## src/rtl/port_dec_reg_if.sv

```systemverilog
// rtl/port_dec_reg_if.sv - processor port bus between CPU, port decoder and UART register blocks
interface port_dec_reg_if #(
  parameter int N_CH   = 8,
  parameter int DATA_W = 8,
  parameter int CNT_W  = 8
);
  logic                     write_strobe;
  logic                     read_strobe;
  logic [15:0]              pid;
  logic [DATA_W-1:0]        out_port;
  logic [N_CH*DATA_W-1:0]   rd_data;
  logic                     err_clr;
  logic [N_CH-1:0]          writes;
  logic [N_CH-1:0]          reads;
  logic [DATA_W-1:0]        wr_data;
  logic [DATA_W-1:0]        in_port;
  logic                     err;
  logic [CNT_W-1:0]         err_cnt;

  modport master (
    output write_strobe, read_strobe, pid, out_port, rd_data, err_clr,
    input  writes, reads, wr_data, in_port, err, err_cnt
  );

  modport slave (
    input  write_strobe, read_strobe, pid, out_port, rd_data, err_clr,
    output writes, reads, wr_data, in_port, err, err_cnt
  );
endinterface

```

## src/rtl/port_dec_reg.sv

```systemverilog
// rtl/port_dec_reg.sv - registered one-hot I/O port decoder; PORT_DEC_ERR_EN builds err/err_cnt
module port_dec_reg #(
  parameter int          N_CH   = 8,
  parameter logic [15:0] BASE   = 16'h0000,
  parameter int          DATA_W = 8,
  parameter int          CNT_W  = 8
) (
  input logic           clk,
  input logic           rst_n,
  port_dec_reg_if.slave bus
);
  localparam int AW = $clog2(N_CH);

  typedef enum logic {IDLE, HELD} st_t;

  st_t               wr_st;
  st_t               rd_st;
  logic              hit;
  logic [AW-1:0]     ch;
  logic [N_CH-1:0]   ch_sel;
  logic [DATA_W-1:0] rd_mux;
  logic              wr_edge;
  logic              rd_edge;

  assign hit     = (bus.pid[15:AW] == BASE[15:AW]);
  assign ch      = bus.pid[AW-1:0];
  assign ch_sel  = N_CH'(1) << ch;
  assign rd_mux  = bus.rd_data[ch*DATA_W +: DATA_W];
  assign wr_edge = (wr_st == IDLE) && bus.write_strobe;
  assign rd_edge = (rd_st == IDLE) && bus.read_strobe;

  always_ff @(posedge clk or negedge rst_n) begin
    if (!rst_n) begin
      wr_st       <= IDLE;
      rd_st       <= IDLE;
      bus.writes  <= '0;
      bus.reads   <= '0;
      bus.wr_data <= '0;
      bus.in_port <= '0;
    end else begin
      case (wr_st)
        IDLE:    if (bus.write_strobe) wr_st <= HELD;
        default: if (!bus.write_strobe) wr_st <= IDLE;
      endcase
      case (rd_st)
        IDLE:    if (bus.read_strobe) rd_st <= HELD;
        default: if (!bus.read_strobe) rd_st <= IDLE;
      endcase
      // a simultaneous write edge always swallows the read pulse
      bus.writes  <= (wr_edge && hit) ? ch_sel : '0;
      bus.reads   <= (rd_edge && !wr_edge && hit) ? ch_sel : '0;
      if (wr_edge && hit) bus.wr_data <= bus.out_port;
      bus.in_port <= hit ? rd_mux : '0;
    end
  end

`ifdef PORT_DEC_ERR_EN
  logic ev;

  // collision and unmapped in the same cycle still count as a single event
  assign ev = (wr_edge || rd_edge) && (!hit || (wr_edge && rd_edge));

  always_ff @(posedge clk or negedge rst_n) begin
    if (!rst_n) begin
      bus.err     <= 1'b0;
      bus.err_cnt <= '0;
    end else if (ev) begin
      bus.err <= 1'b1;
      if (bus.err_clr)
        bus.err_cnt <= CNT_W'(1);
      else if (bus.err_cnt != '1)
        bus.err_cnt <= bus.err_cnt + 1'b1;
    end else if (bus.err_clr) begin
      bus.err     <= 1'b0;
      bus.err_cnt <= '0;
    end
  end
`else
  logic unused_err_clr;

  assign unused_err_clr = bus.err_clr;
  assign bus.err        = 1'b0;
  assign bus.err_cnt    = '0;
`endif
endmodule

```

## src/flat_wrapper.sv

```systemverilog
// flat-port wrapper written by rule: the top's interface ports become plain ports
module port_dec_reg_flat 
#(
  parameter int          N_CH   = 8,
  parameter logic [15:0] BASE   = 16'h0000,
  parameter int          DATA_W = 8,
  parameter int          CNT_W  = 8
)
  (clk, rst_n, bus_write_strobe, bus_read_strobe, bus_pid, bus_out_port, bus_rd_data, bus_err_clr, bus_writes, bus_reads, bus_wr_data, bus_in_port, bus_err, bus_err_cnt);
  port_dec_reg_if #(.N_CH(N_CH), .DATA_W(DATA_W), .CNT_W(CNT_W)) bus_i ();
  input logic clk;
  input logic rst_n;
  input wire logic [$bits(bus_i.write_strobe)-1:0] bus_write_strobe;
  input wire logic [$bits(bus_i.read_strobe)-1:0] bus_read_strobe;
  input wire logic [$bits(bus_i.pid)-1:0] bus_pid;
  input wire logic [$bits(bus_i.out_port)-1:0] bus_out_port;
  input wire logic [$bits(bus_i.rd_data)-1:0] bus_rd_data;
  input wire logic [$bits(bus_i.err_clr)-1:0] bus_err_clr;
  output wire logic [$bits(bus_i.writes)-1:0] bus_writes;
  output wire logic [$bits(bus_i.reads)-1:0] bus_reads;
  output wire logic [$bits(bus_i.wr_data)-1:0] bus_wr_data;
  output wire logic [$bits(bus_i.in_port)-1:0] bus_in_port;
  output wire logic [$bits(bus_i.err)-1:0] bus_err;
  output wire logic [$bits(bus_i.err_cnt)-1:0] bus_err_cnt;
  assign bus_i.write_strobe = bus_write_strobe;
  assign bus_i.read_strobe = bus_read_strobe;
  assign bus_i.pid = bus_pid;
  assign bus_i.out_port = bus_out_port;
  assign bus_i.rd_data = bus_rd_data;
  assign bus_i.err_clr = bus_err_clr;
  assign bus_writes = bus_i.writes;
  assign bus_reads = bus_i.reads;
  assign bus_wr_data = bus_i.wr_data;
  assign bus_in_port = bus_i.in_port;
  assign bus_err = bus_i.err;
  assign bus_err_cnt = bus_i.err_cnt;
  port_dec_reg #(.N_CH(N_CH), .BASE(BASE), .DATA_W(DATA_W), .CNT_W(CNT_W)) u_core (.clk(clk), .rst_n(rst_n), .bus(bus_i));
endmodule
```

## config.mk

```make
export PLATFORM = sky130hd
export DESIGN_NAME = port_dec_reg_flat
export DESIGN_NICKNAME = d
export VERILOG_FILES = /design/src/rtl/port_dec_reg_if.sv /design/src/rtl/port_dec_reg.sv /design/src/flat_wrapper.sv
export SDC_FILE = /design/constraint.sdc
export NUM_CORES = 1
export LEC_CHECK = 0
export BUFFER_PORTS_ARGS = -buffer_cell sky130_fd_sc_hd__buf_2
export CAP_MARGIN = 20
export CELL_PAD_IN_SITES_DETAIL_PLACEMENT = 1
export CELL_PAD_IN_SITES_GLOBAL_PLACEMENT = 1
export CORE_MARGIN = 1.5
export CORE_UTILIZATION = 27
export CTS_BUF_LIST = sky130_fd_sc_hd__clkbuf_4
export DETAILED_ROUTE_END_ITERATION = 6
export PLACE_DENSITY = 0.83
export SLEW_MARGIN = 20
export SYNTH_ARGS = -nofsm -noshare
export SYNTH_HDL_FRONTEND = slang
export SYNTH_SLANG_ARGS = --single-unit
```

## constraint.sdc

```tcl
create_clock -name clk -period 1.4 [get_ports clk]
set_input_delay 0.07 -clock clk [delete_from_list [all_inputs] [get_ports clk]]
set_output_delay 0.07 -clock clk [all_outputs]
set_load 0.02 [all_outputs]
```

==> flow_metrics.env, run 1 <==
export IMPL_run_status="complete, but fails checks"
export IMPL_violations_in_the_final_reports="setup timing"
export IMPL_fin_util_pct=41.2
export IMPL_synth_compound_area_share_pct=0
export IMPL_detail_route_drc_violations=0
export IMPL_placement_io_buffers=123
export IMPL_finalMaxSlewViolations=0
export IMPL_antenna_found_initial=0
export IMPL_num_vias=1572
export IMPL_finalWeightedCongestion=0.747
export IMPL_synth_simple_gate_area_share_pct=14.3
export IMPL_worstReg2RegStart="u_core.wr_st"
export IMPL_cp_cell_sequence="nor4b_2, nand4_2, buf_12, mux2_4"
export IMPL_placement_rows=29
export IMPL_via_per_inst=4.68
export IMPL_intPower_uw=1370
export IMPL_wl_per_cell_um=14.9
export IMPL_final_period_utilization_pct=100
export IMPL_clock_tree_root_cell="sky130_fd_sc_hd__clkbuf_4"
export IMPL_grt_first_pass_wirelength_um=8310
export IMPL_reg2reg_depth=4
export IMPL_final_hold_viol_count=0
export IMPL_crit_fanout=16
export IMPL_max_slew_margin_pct=50.0
export IMPL_cpMaxStageDelayCell="sky130_fd_sc_hd__dfrtp_1"
export IMPL_crit_required_ns=1.61
export IMPL_postCtsSetupBuffers=0
export IMPL_clkPwrFrac_pct=25.2
export IMPL_finish_net_count=353
export IMPL_io_pins=134
export IMPL_timing_final_setup_violations=1
export IMPL_flow_area_growth_from_synthesis_pct=48.4
export IMPL_clk_insertion_delay_late_ns=0.33
export IMPL_finalWorstSetupSlack_ns=-0.000745
export IMPL_synth_seq_area_share_pct=48.5
export IMPL_post_synth_inst_count=124
export IMPL_netlist_top_cells_area="sky130_fd_sc_hd__dfrtp_1 49%, sky130_fd_sc_hd__mux4_2 21%, sky130_fd_sc_hd__mux2i_1 4.6%, sky130_fd_sc_hd__buf_4 3.9%, sky130_fd_sc_hd__mux2_2 3.9%"
export IMPL_n_antenna_cell=0
export IMPL_cap_violations=0
export IMPL_multiplexer_area_fraction_after_synthesis_pct=30.7
export IMPL_die_width_um=83.6
export IMPL_number_of_cells_on_the_worst_hold_path=3
export IMPL_main_combinational_cell_family_by_area_after_synthesis="multiplexers"
export IMPL_synth_adder_area_share_pct=0
export IMPL_syn_cell_area_mm2=0.00175
export IMPL_yosys_warnings=0
export IMPL_comb_power_share_pct=20.7
export IMPL_cellPowerDensity_mw_per_mm2=700
export IMPL_die_area_mm2=0.00698
export IMPL_regToRegSetupSlack_ns=-0.0007
export IMPL_fillerInstances=721
export IMPL_cts_sinks=34
export IMPL_global_route_overflow_total=0
export IMPL_grt_start_max_net_pins=35
export IMPL_synth_top_cell_by_area="sky130_fd_sc_hd__dfrtp_1"
export IMPL_criticalPathCategory="reg2reg"
export IMPL_yosys_area_share_xor_xnor_pct=0
export IMPL_antenna_violating_nets_post_route=0
export IMPL_worst_pin_slew_ns=0.750
export IMPL_initial_core_util_pct=27.8
export IMPL_cpLargestDelayFamily="simple AND/OR/NAND/NOR gates"
export IMPL_hold_path_startpoint="bus_pid[0]"
export IMPL_final_setup_skew_ns=0.00798
export IMPL_critPathCaptureType="flip-flop"
export IMPL_crit_arrival_ns=1.61
export IMPL_globalRouteTotalUtil_pct=15.0
export IMPL_first_global_vias=1786
export IMPL_detailed_place_hpwl_um=3930
export IMPL_clkTransAtPathRegs_ns=0.09
export IMPL_drtPass1Iterations=3
export IMPL_crit_buf_inv=1
export IMPL_clock_tree_htree_level_count=2
export IMPL_multiInputGateArea_um2=836
export IMPL_final_period_minus_worst_setup_slack_ns=1.40
export IMPL_reg2reg_end="u_core.bus.wr_data[5]"
export IMPL_cts_buffers_inserted=5
export IMPL_hold_path_end="u_core.bus.writes[0]"
export IMPL_hold_path_class="in2reg"
export IMPL_syn_area_per_cell_um2=14.1
export IMPL_dpl_worst_slack_ns=0.0130
export IMPL_vdd_ir_drop_max_mv=0.369
export IMPL_seqPwrFrac_pct=54.2
export IMPL_achievable_frequency_mhz=714
export IMPL_detail_route_wirelength_um=5020
export IMPL_rsz0062_at_grt="yes"
export IMPL_critical_path_startpoint_type="flip-flop"
export IMPL_p_switching_uw=453
export IMPL_synth_seq_cells=34
export IMPL_cts_max_path_buffers=2
export IMPL_layout_cells_sized_above_1_pct=62.2
export IMPL_tritoncts_clock_tree="built"
export IMPL_hold_worst_slack_ns=0.144
export IMPL_critical_path_max_stage_delay_ns=0.39
export IMPL_floorplan_die_height_um=83.6
export IMPL_swShare_pct=24.9
export IMPL_regArea_um2=851
export IMPL_synth_top_area_share_pct=48.5
export IMPL_floorplan_core_area_mm2=0.00631
export IMPL_first_iter_violations=40
export IMPL_synth_cell_type_count=24
export IMPL_p_leak_uw=0.00139
[kinds of logic (layout without fill, tap and decap cells)]
family                 after synthesis  count (layout)
multiplexers                        32              32
flip-flops                          34              34
AND/OR/NAND/NOR                     40              40
buffers and inverters               17             144
other                                1               9
[metal layers]
layer | vias up | GRT usage [%] | share of wire (%)
met4 | 0 | 2.68 | 0.68
li1 | 721 | - | -
met3 | 5 | 5.14 | 9.4
met1 | 751 | 15.8 | 35
met2 | 95 | 28.9 | 55
met5 | - | 0 | 0
[layout make-up]
cell class / count / share of cell area (%)
multi-input combinational: 81 / 32.1
clock buffer: 5 / 1.44
tap: 77 / 3.70
sequential: 34 / 32.7
timing repair buffer: 137 / 29.7
clock inverter: 1 / 0.144
inverter: 1 / 0.144
[flip-flops by register name, summed over array words and instances (netlist names)]
name,cells
u_core.bus.reads,8
u_core.bus.in_port,8
u_core.bus.writes,8
u_core.wr_st,1
u_core.rd_st,1
u_core.bus.wr_data,8
[repair_timing]
item | 4_1_cts | 5_1_grt
gates resized for setup | 0 | 1
hold buffers | 11 | 0
setup endpoints to repair | 3 | 10
hold endpoints to repair | 44 | 0
[cell usage after synthesis]
cell	number
sky130_fd_sc_hd__buf_2	3
sky130_fd_sc_hd__nor4b_1	1
sky130_fd_sc_hd__nand3_1	1
sky130_fd_sc_hd__clkbuf_1	2
sky130_fd_sc_hd__nand2_1	3
sky130_fd_sc_hd__nor2_1	10
sky130_fd_sc_hd__nand2b_1	3
sky130_fd_sc_hd__mux2i_1	8
sky130_fd_sc_hd__buf_6	1
sky130_fd_sc_hd__nor4_1	8
sky130_fd_sc_hd__nand4_2	1
sky130_fd_sc_hd__nand4b_1	1
sky130_fd_sc_hd__nor4_4	2
sky130_fd_sc_hd__buf_1	1
sky130_fd_sc_hd__conb_1	1
sky130_fd_sc_hd__mux2_2	6
sky130_fd_sc_hd__dfrtp_1	34
sky130_fd_sc_hd__nor3_1	8
sky130_fd_sc_hd__inv_1	1
sky130_fd_sc_hd__nor3_2	1
sky130_fd_sc_hd__nand4_1	1
sky130_fd_sc_hd__mux2_4	2
sky130_fd_sc_hd__mux4_2	16
sky130_fd_sc_hd__buf_4	9
[power by group through the flow]
stage	registers (uW)	clock network (uW)	logic, uW
after global placement	1010	0	347
after detailed placement	1010	0	356
final	986	458	376
after global routing	987	536	411
after floorplan	1010	0	193
after CTS	986	491	380
[per-stage QoR]
step / cell area (um^2) / instances / power, uW / setup TNS [ns]
3_3_place_gp: 2440 / 319 / 1350 / 0
2_1_floorplan: 1790 / 132 / 1200 / -0.0812
6_report: 2600 / 336 / 1820 / -0.000745
3_5_place_dp: 2440 / 319 / 1360 / 0
4_1_cts: 2590 / 336 / 1860 / -0.0173
5_1_grt: 2600 / 336 / 1930 / -0.314
[worst max-delay path by stage]
stage / end / cells past startpoint / slack (ns) / from
global placement: u_core.bus.wr_data[5] / 4 / 0.03 / u_core.wr_st
global route: u_core.bus.wr_data[5] / 4 / -0.05 / u_core.wr_st
CTS: u_core.bus.wr_data[5] / 4 / -0.01 / u_core.wr_st
floorplan: u_core.bus.wr_data[5] / 4 / -0.04 / u_core.wr_st
finish: u_core.bus.wr_data[5] / 4 / -0.0007 / u_core.wr_st
detailed placement: u_core.bus.wr_data[5] / 4 / 0.01 / u_core.wr_st
[cells in the final DEF, fill, tap and decap left out, types with 5 or more instances in the layout]
cell type / instances
sky130_fd_sc_hd__nor3_1: 8
sky130_fd_sc_hd__buf_2: 123
sky130_fd_sc_hd__nor2_1: 10
sky130_fd_sc_hd__clkbuf_4: 5
sky130_fd_sc_hd__mux2_2: 6
sky130_fd_sc_hd__conb_1: 9
sky130_fd_sc_hd__nor4_1: 7
sky130_fd_sc_hd__mux4_2: 16
sky130_fd_sc_hd__dlygate4sd3_1: 11
sky130_fd_sc_hd__dfrtp_1: 34
sky130_fd_sc_hd__mux2i_1: 8
[tightest hold or removal path: cells and delay by family]
kind | cells | cell delay (ns)
AND/OR/NAND/NOR | 1 | 0.07
buffers and inverters | 2 | 0.29
Note: power is estimated with default switching activity, not from simulation.
==> run 2: changes to the inputs <==
ABC_AREA = 1   (was unset)
CORE_UTILIZATION = 26   (was 27)
PLACE_DENSITY = 0.82   (was 0.83)
==> flow_metrics.env, run 2 <==
export IMPL_final_period_minus_worst_setup_slack_ns=1.17
export IMPL_io_pins=134
export IMPL_grt_start_max_net_pins=35
export IMPL_cpMaxStageDelayCell="sky130_fd_sc_hd__dlygate4sd3_1"
export IMPL_yosys_warnings=0
export IMPL_crit_fanout=16
export IMPL_antenna_violating_nets_post_route=0
export IMPL_number_of_cells_on_the_worst_hold_path=3
export IMPL_via_per_inst=4.12
export IMPL_die_area_mm2=0.00926
export IMPL_clock_tree_htree_level_count=2
export IMPL_run_status="finished, final reports clean"
export IMPL_postLayoutCellArea_mm2=0.00311
export IMPL_post_synth_inst_count=350
export IMPL_synth_top_cell_by_area="sky130_fd_sc_hd__dfrtp_1"
export IMPL_clkTransAtPathRegs_ns=0.10
export IMPL_report_power_total_uw=1950
export IMPL_p_leak_uw=0.00206
export IMPL_vdd_ir_drop_max_mv=0.257
export IMPL_layout_common_cells="153 x sky130_fd_sc_hd__nand2_1, 123 x sky130_fd_sc_hd__buf_2, 58 x sky130_fd_sc_hd__inv_1"
export IMPL_cts_repair_resize_count=0
export IMPL_max_slew_margin_pct=51.0
export IMPL_synth_seq_cells=34
export IMPL_timing_final_setup_violations=0
export IMPL_globalRouteTotalUtil_pct=15.4
export IMPL_reg2reg_end="u_core.bus.wr_data[2]"
export IMPL_final_period_utilization_pct=83.6
export IMPL_final_setup_tns_ns=0
export IMPL_hold_path_class="in2reg"
export IMPL_ys_flop_type="sky130_fd_sc_hd__dfrtp_1"
export IMPL_global_route_overflow_total=0
export IMPL_final_setup_skew_ns=0.0101
export IMPL_initial_core_util_pct=27.2
export IMPL_regToRegSetupSlack_ns=0.26
export IMPL_wl_per_cell_um=11.7
export IMPL_hold_path_startpoint="bus_out_port[3]"
export IMPL_finalMaxSlewViolations=0
export IMPL_cap_violations=0
export IMPL_detail_route_drc_violations=0
export IMPL_netlist_top_cells_count="153 x sky130_fd_sc_hd__nand2_1, 58 x sky130_fd_sc_hd__inv_1, 41 x sky130_fd_sc_hd__nor2_1"
export IMPL_antenna_found_initial=0
export IMPL_critPathCaptureType="flip-flop"
export IMPL_first_iter_violations=38
export IMPL_cts_buffers_inserted=5
export IMPL_criticalPathCategory="in2reg"
export IMPL_ys_async_sr_fraction_pct=100
export IMPL_placement_io_buffers=123
export IMPL_yosys_cell_count_top_type="sky130_fd_sc_hd__nand2_1"
export IMPL_syn_area_per_cell_um2=6.46
export IMPL_num_vias=2432
export IMPL_grt_first_pass_wirelength_um=11000
export IMPL_postPlaceCellArea_mm2=0.00296
export IMPL_flow_area_growth_from_synthesis_pct=37.4
export IMPL_synth_seq_area_share_pct=37.6
export IMPL_cellPowerDensity_mw_per_mm2=628
export IMPL_crit_required_ns=1.63
export IMPL_die_width_um=96.3
export IMPL_tritoncts_clock_tree="built"
export IMPL_netlist_top_cells_area="sky130_fd_sc_hd__dfrtp_1 38%, sky130_fd_sc_hd__nand2_1 25%, sky130_fd_sc_hd__inv_1 9.6%, sky130_fd_sc_hd__nor2_1 6.8%, sky130_fd_sc_hd__buf_4 4.0%"
export IMPL_cts_sinks=34
export IMPL_achievable_frequency_mhz=854
export IMPL_detail_route_wirelength_um=6910
export IMPL_clk_insertion_delay_late_ns=0.33
export IMPL_crit_arrival_ns=1.40
export IMPL_syn_cell_area_mm2=0.00226
export IMPL_cp_cell_sequence="dlygate4sd3_1, buf_2, inv_1, nor2_2, nand3_4, nand2_1, nand2_1"
export IMPL_fillerInstances=1162
export IMPL_final_hold_viol_count=0
export IMPL_timing_critical_path_mode_cell="sky130_fd_sc_hd__nand2_1"
export IMPL_floorplan_core_area_mm2=0.00830
export IMPL_synth_cell_type_count=21
export IMPL_reg2reg_depth=4
export IMPL_finalWeightedCongestion=0.756
export IMPL_hold_path_end="u_core.bus.wr_data[3]"
export IMPL_detailed_place_hpwl_um=5670
export IMPL_layout_cells_sized_above_1_pct=33.3
export IMPL_worst_pin_slew_ns=0.736
export IMPL_cts_max_path_buffers=2
export IMPL_drtPass1Iterations=4
export IMPL_synth_top_area_share_pct=37.6
export IMPL_clock_tree_root_cell="sky130_fd_sc_hd__clkbuf_4"
export IMPL_worstReg2RegStart="u_core.wr_st"
export IMPL_synth_edff_count=0
export IMPL_finish_net_count=579
export IMPL_rsz0062_at_grt="no"
export IMPL_critical_path_startpoint_type="primary input"
export IMPL_mostFrequentLayoutCell="sky130_fd_sc_hd__nand2_1"
export IMPL_floorplan_die_height_um=96.3
export IMPL_first_global_vias=2463
export IMPL_n_antenna_cell=0
export IMPL_placement_rows=33
export IMPL_critical_path_max_stage_delay_ns=0.54
==> run 2: logic make-up (layout without fill, tap and decap cells) <==
group / Yosys count / after routing / synth area share (%)
and+or+nand+nor: 236 / 236 / 46.6
other: 1 / 9 / 0.166
DFF: 34 / 34 / 37.6
buffers and inverters: 79 / 207 / 15.6
==> run 2: worst max-delay path: cells and delay by family <==
kind / cells / cell delay (ns)
simple gates: 4 / 0.62
buf+inv: 3 / 0.70
==> run 2: where the power goes <==
part | leakage (uW) | internal (uW) | switching [uW]
logic | 0.00156 | 198 | 268
clock network | 0.0000308 | 180 | 318
registers | 0.000471 | 985 | 1.30
==> run 2: per-stage QoR <==
| step | setup slack (ns) | util (%) | cells | hold WS [ns] |
|---|---|---|---|---|
| 2_1_floorplan | 0.237 | - | 358 | -0.226 |
| 3_3_place_gp | 0.265 | 35.7 | 574 | 0.162 |
| 3_5_place_dp | 0.192 | 35.7 | 574 | 0.181 |
| 4_1_cts | 0.239 | 37.4 | 591 | 0.0190 |
| 5_1_grt | 0.144 | 37.4 | 591 | 0.0179 |
| 6_report | 0.229 | 37.4 | 591 | 0.0302 |
==> run 2: repair_timing <==
action | in CTS | in global routing
hold buffers | 10 | 0
buffers inserted | 0 | 0
endpoints found under the hold margin | 43 | 0
==> run 2: cell type report <==
cell class	instances	area, um^2	area share [%]
Timing Repair Buffer	139	761	24.5
Clock buffer	5	37.5	1.21
Sequential cell	34	851	27.4
Clock inverter	2	10.0	0.322
Tap cell	105	131	4.23
Inverter	61	229	7.37
Multi-Input combinational cell	245	1090	35.0
==> run 2: layer usage <==
| layer | global-route usage, % | share of wire (%) |
|---|---|---|
| met4 | 2.70 | 0.85 |
| met5 | 0 | 0 |
| met3 | 2.45 | 4.9 |
| met2 | 30.3 | 53 |
| met1 | 17.3 | 42 |
==> run 2: worst max-delay path by stage <==
stage                      from                     to  slack [ns]  cells after the start
6_report       bus_write_strobe  u_core.bus.wr_data[2]        0.23                      7
3_5_place_dp        bus_pid[10]  u_core.bus.wr_data[2]        0.19                      7
2_1_floorplan      u_core.wr_st  u_core.bus.wr_data[5]        0.24                      5
4_1_cts        bus_write_strobe  u_core.bus.wr_data[2]        0.24                      7
3_3_place_gp        bus_pid[10]  u_core.bus.wr_data[7]        0.26                      7
5_1_grt        bus_write_strobe  u_core.bus.wr_data[1]        0.14                      7
